--- config.mk ---
export PLATFORM = sky130hd
export DESIGN_NAME = sync_fork
export DESIGN_NICKNAME = d
export VERILOG_FILES = /design/src/rtl/sync_fork.sv
export SDC_FILE = /design/constraint.sdc
export NUM_CORES = 1
export LEC_CHECK = 0
export CAP_MARGIN = 20
export CORE_MARGIN = 4
export CORE_UTILIZATION = 30
export CTS_CLUSTER_DIAMETER = 150
export DETAILED_ROUTE_END_ITERATION = 6
export PLACE_DENSITY_LB_ADDON = 0.08
export SYNTH_ARGS = -nofsm -noshare
export SYNTH_HDL_FRONTEND = slang
export SYNTH_SLANG_ARGS = --single-unit
--- constraint.sdc ---
create_clock -name clk -period 2.3 [get_ports clk]
set_clock_uncertainty 0.2 [all_clocks]
set_input_delay 0.46 -clock clk [delete_from_list [all_inputs] [get_ports clk]]
set_output_delay 0.46 -clock clk [all_outputs]
set_load 0.1 [all_outputs]
--- src/rtl/sync_fork.sv ---
// Clocked 4-phase handshake fork: one request channel broadcast to two branches, acked upstream once both complete.
// Optional SYNC_FORK_TIMEOUT_EN adds a sticky diagnostic err flag for overlong waits in REQ/REL.
module sync_fork #(
    parameter int SYNC_STAGES = 2,
    parameter int CNT_W       = 8,
    parameter int TIMEOUT_CYC = 1024
) (
    input  logic             clk,
    input  logic             reset_n,
    input  logic             r0,
    output logic             a0,
    output logic             r1,
    input  logic             a1,
    output logic             r2,
    input  logic             a2,
    output logic             busy,
    output logic [CNT_W-1:0] txn_cnt,
    output logic             err
);

    if (SYNC_STAGES < 2 || TIMEOUT_CYC < 1) begin : g_illegal_params
        $error("sync_fork: SYNC_STAGES must be >= 2 and TIMEOUT_CYC >= 1");
    end

    typedef enum logic [1:0] {IDLE, REQ, ACK, REL} state_t;

    state_t                 state;
    logic [SYNC_STAGES-1:0] r0_sync, a1_sync, a2_sync;
    logic                   r0_s, a1_s, a2_s;
    logic                   leave;

    always_ff @(posedge clk) begin
        if (!reset_n) begin
            r0_sync <= '0;
            a1_sync <= '0;
            a2_sync <= '0;
        end else begin
            r0_sync <= {r0_sync[SYNC_STAGES-2:0], r0};
            a1_sync <= {a1_sync[SYNC_STAGES-2:0], a1};
            a2_sync <= {a2_sync[SYNC_STAGES-2:0], a2};
        end
    end

    assign r0_s = r0_sync[SYNC_STAGES-1];
    assign a1_s = a1_sync[SYNC_STAGES-1];
    assign a2_s = a2_sync[SYNC_STAGES-1];

    // Exit condition of the current state; shared by the FSM and the wait counter.
    always_comb begin
        leave = 1'b0;
        case (state)
            IDLE:    leave = r0_s;
            REQ:     leave = a1_s & a2_s;
            ACK:     leave = ~r0_s;
            REL:     leave = ~a1_s & ~a2_s;
            default: leave = 1'b0;
        endcase
    end

    always_ff @(posedge clk) begin
        if (!reset_n) begin
            state   <= IDLE;
            a0      <= 1'b0;
            r1      <= 1'b0;
            r2      <= 1'b0;
            busy    <= 1'b0;
            txn_cnt <= '0;
        end else if (leave) begin
            case (state)
                IDLE: begin
                    state <= REQ;
                    r1    <= 1'b1;
                    r2    <= 1'b1;
                    busy  <= 1'b1;
                end
                REQ: begin
                    state <= ACK;
                    a0    <= 1'b1;
                end
                ACK: begin
                    state <= REL;
                    r1    <= 1'b0;
                    r2    <= 1'b0;
                end
                REL: begin
                    state   <= IDLE;
                    a0      <= 1'b0;
                    busy    <= 1'b0;
                    txn_cnt <= txn_cnt + 1'b1;
                end
                default: begin
                    state <= IDLE;
                    a0    <= 1'b0;
                    r1    <= 1'b0;
                    r2    <= 1'b0;
                    busy  <= 1'b0;
                end
            endcase
        end
    end

`ifdef SYNC_FORK_TIMEOUT_EN
    localparam int WAIT_W = $clog2(TIMEOUT_CYC + 1);
    localparam logic [WAIT_W-1:0] WAIT_MAX = WAIT_W'(TIMEOUT_CYC);

    logic [WAIT_W-1:0] wait_cnt;

    // Counter saturates at the limit so err cannot be missed by a wrap.
    always_ff @(posedge clk) begin
        if (!reset_n) begin
            wait_cnt <= '0;
            err      <= 1'b0;
        end else begin
            if (wait_cnt == WAIT_MAX)
                err <= 1'b1;
            if (leave)
                wait_cnt <= '0;
            else if ((state == REQ || state == REL) && wait_cnt != WAIT_MAX)
                wait_cnt <= wait_cnt + 1'b1;
        end
    end
`else
    assign err = 1'b0;
`endif

endmodule

==> run summary <==
RR Startpoint -> state[0]$_SDFFE_PN0P_
Clock sinks -> 19
Final Critical Period -> 2.15 ns
Design Power -> 0.614 mW
GR Layer Usage met2 -> 0.129
Synth top area cells -> dfxtp_1, mux2i_1, ha_1
Vias per cell -> 4.63
GRT overflow -> 0
Hold_ws -> 0.243 ns
NetSw -> 0.177 mW
Total negative slack -> 0 ns
Worst setup EP type -> flip-flop
Worst R2R Path Depth -> 6
Rows -> 19
Synthesized instance count -> 96
First-pass DRT Iterations -> 4
Final setup fails -> 0
Routed WL -> 1.69 mm
Outcome -> completed
GPL Wtd Cong -> 0.704
Area leader, netlist -> dfxtp_1
Worst EP required -> 2.32 ns
Hold Violations, Final -> 0
Leak -> 0.501 nW
DR iter-0 viols -> 10
CP arrival -> 2.17 ns
Crit start category -> flip-flop
M3 GR Usage -> 0.0266
CP Launch Point -> state[0]$_SDFFE_PN0P_
Total CTS buffers -> 3
All-Layer GR Usage -> 0.0872
Switch share -> 0.289
Synth Flop Type -> dfxtp_1
Combinational power share -> 0.170
Via count -> 662
R2R Path End -> txn_cnt[7]$_SDFFE_PN0P_
P per Cell Area -> 562 nW/um^2
Worst-case clock buffer depth -> 2
Hold Path Sink -> a1_sync[1]$_SDFF_PN0_
DRC Markers -> 0
Nets -> 123
Die height -> 63.2 um
Synth cell types -> 31
Post-CTS setup buffer count -> 0
First-pass GRT wire length -> 2.75 mm
Clock share of power -> 0.266
Post-route ant nets -> 0
Register share of total power -> 0.563
CTS H-tree depth -> 1
Initial Util -> 0.323
Vias in the first global route -> 598
Die W -> 63.2 um
Root buffer cell -> clkbuf_4
Yosys warning count -> 0
Max cap viols -> 0
Hold path depth -> 1
FF-to-FF setup slack -> 0.15 ns
Core Area -> 2830 sq um
Pint -> 0.436 mW
P&R area growth vs syn -> 19.5%
Worst hold path type -> flip-flop to flip-flop
Asr flop ratio synth -> 0
Diodes inserted -> 0
DP HPWL -> 1.23 mm
Mapped Area -> 913 sq um
WL/cell -> 11.8 um
Setup ws final -> 0.154 ns
Final Util -> 0.386
CTS tree -> done
Clk Latency, worst-skew pair -> 0.29 ns
Layout cells sized above 1 -> 0.196
Largest net degree at the start of global routing -> 28
Worst-path fanout max -> 11
Clock transition at path regs -> 0.10 ns
Post-Place Setup Slack -> 0.0915 ns
Gr busiest metal -> met2
Top cell type's share of synthesized area -> 0.416
Hold path start -> a1_sync[0]$_SDFF_PN0_
Max VDD drop -> 181 uV
Port bufs -> 16
WS Path Type -> flip-flop to flip-flop
Max-slew violations -> 0
Net Count, Synth -> 106
RSZ-0062 raised after global routing -> no
Seq/Total Area, Yosys -> 0.416
Antenna violations before repair -> 0
Fmax -> 466 MHz
GRT met1 Usage -> 0.112
Period utilization -> 0.933
Syn Area/Cell -> 9.51 sq um
EDFF count, synth -> 0
FF+latch count, synth -> 19
Io pins -> 18
Die area -> 3990 sq um
==> cell families after synthesis <==
| logic type | after synthesis | share of synthesized area |
|---|---|---|
| flip-flops | 19 | 0.416 |
| other | 1 | 0.00411 |
| XOR/XNOR | 1 | 0.00959 |
| AO/OA/AOI/OAI | 8 | 0.0589 |
| buffers and inverters | 9 | 0.0534 |
| adder cells (fa/ha/maj) | 5 | 0.0685 |
| multiplexers | 9 | 0.0986 |
| AND/OR/NAND/NOR | 44 | 0.290 |
==> cells in the final DEF (no fill, tap or decap), types with 2 or more instances in the layout <==
cell and count:
ha_1 5, inv_1 4, nand3_1 2, o21a_1 2
dfxtp_1 19, nand4_1 3, buf_4 13, clkdlybuf4s50_1 4
clkbuf_4 3, and2_1 8, a21oi_1 2, mux2i_1 9
nand2b_1 7, nand2_1 13
==> synth_stat cells (2+ instances only) <==
| cell | count |
|---|---|
| dfxtp_1 | 19 |
| nand2_1 | 13 |
| mux2i_1 | 9 |
| and2_1 | 8 |
| nand2b_1 | 7 |
| ha_1 | 5 |
| inv_1 | 4 |
| nand4_1 | 3 |
| a21oi_1 | 2 |
| buf_4 | 2 |
| clkbuf_1 | 2 |
| nand3_1 | 2 |
| o21a_1 | 2 |
==> layout make-up <==
type | instances | area [sq um]
inverters | 4 | 15.0
clock buffers | 4 | 26.3
repair buffers | 17 | 138
flip-flops and latches | 19 | 380
multi-input cells | 68 | 493
well taps | 31 | 38.8
fillers | 277 | 1740
==> power by group through the flow <==
stage               logic [mW]  registers (mW)  clock network, mW
finish                   0.104           0.346              0.163
global route             0.111           0.347              0.189
CTS                      0.104           0.346              0.178
detailed placement       0.104           0.353                  0
global placement         0.104           0.353                  0
floorplan               0.0610           0.377                  0
==> what timing repair did <==
action / CTS / global route
hold buffers: 0 / 0
setup endpoints to repair: 0 / 1
resized for setup: 0 / 1
==> worst max-delay path, cell delays in order (launching register included) <==
cell and delay [ns]:
dfxtp_1 0.38, inv_1 0.08, ha_1 0.28, or4b_4 0.59, nand4_4 0.18, and3_2 0.21, mux2i_1 0.17
==> metal layers <==
metal,part of all wire,routed length [um]
met1,0.50,851
met4,0.012,20
met5,0,0
met3,0.054,91
met2,0.43,730
==> worst max path at each step <==
stage,endpoint,slack [ns],cells after the start
finish,txn_cnt[7]$_SDFFE_PN0P_,0.15,6
global route,txn_cnt[7]$_SDFFE_PN0P_,0.06,6
CTS,txn_cnt[7]$_SDFFE_PN0P_,0.05,6
floorplan,txn_cnt[7]$_SDFFE_PN0P_,0.22,4
detailed placement,txn_cnt[7]$_SDFFE_PN0P_,0.09,6
global placement,a0$_SDFFE_PN0P_,0.15,6
==> per-stage QoR <==
stage / cells / instance area (sq um)
5_1_grt: 143 / 1090
3_5_place_dp: 139 / 1060
4_1_cts: 143 / 1080
3_3_place_gp: 139 / 1060
2_1_floorplan: 96 / 913
6_report: 143 / 1090
==> registers in the layout, summed over array words and instances (netlist names) <==
signal,flops
busy,1
a2_sync,2
txn_cnt,8
state,2
r0_sync,2
a1_sync,2
r2,1
a0,1
(Power assumes the default switching activity.)
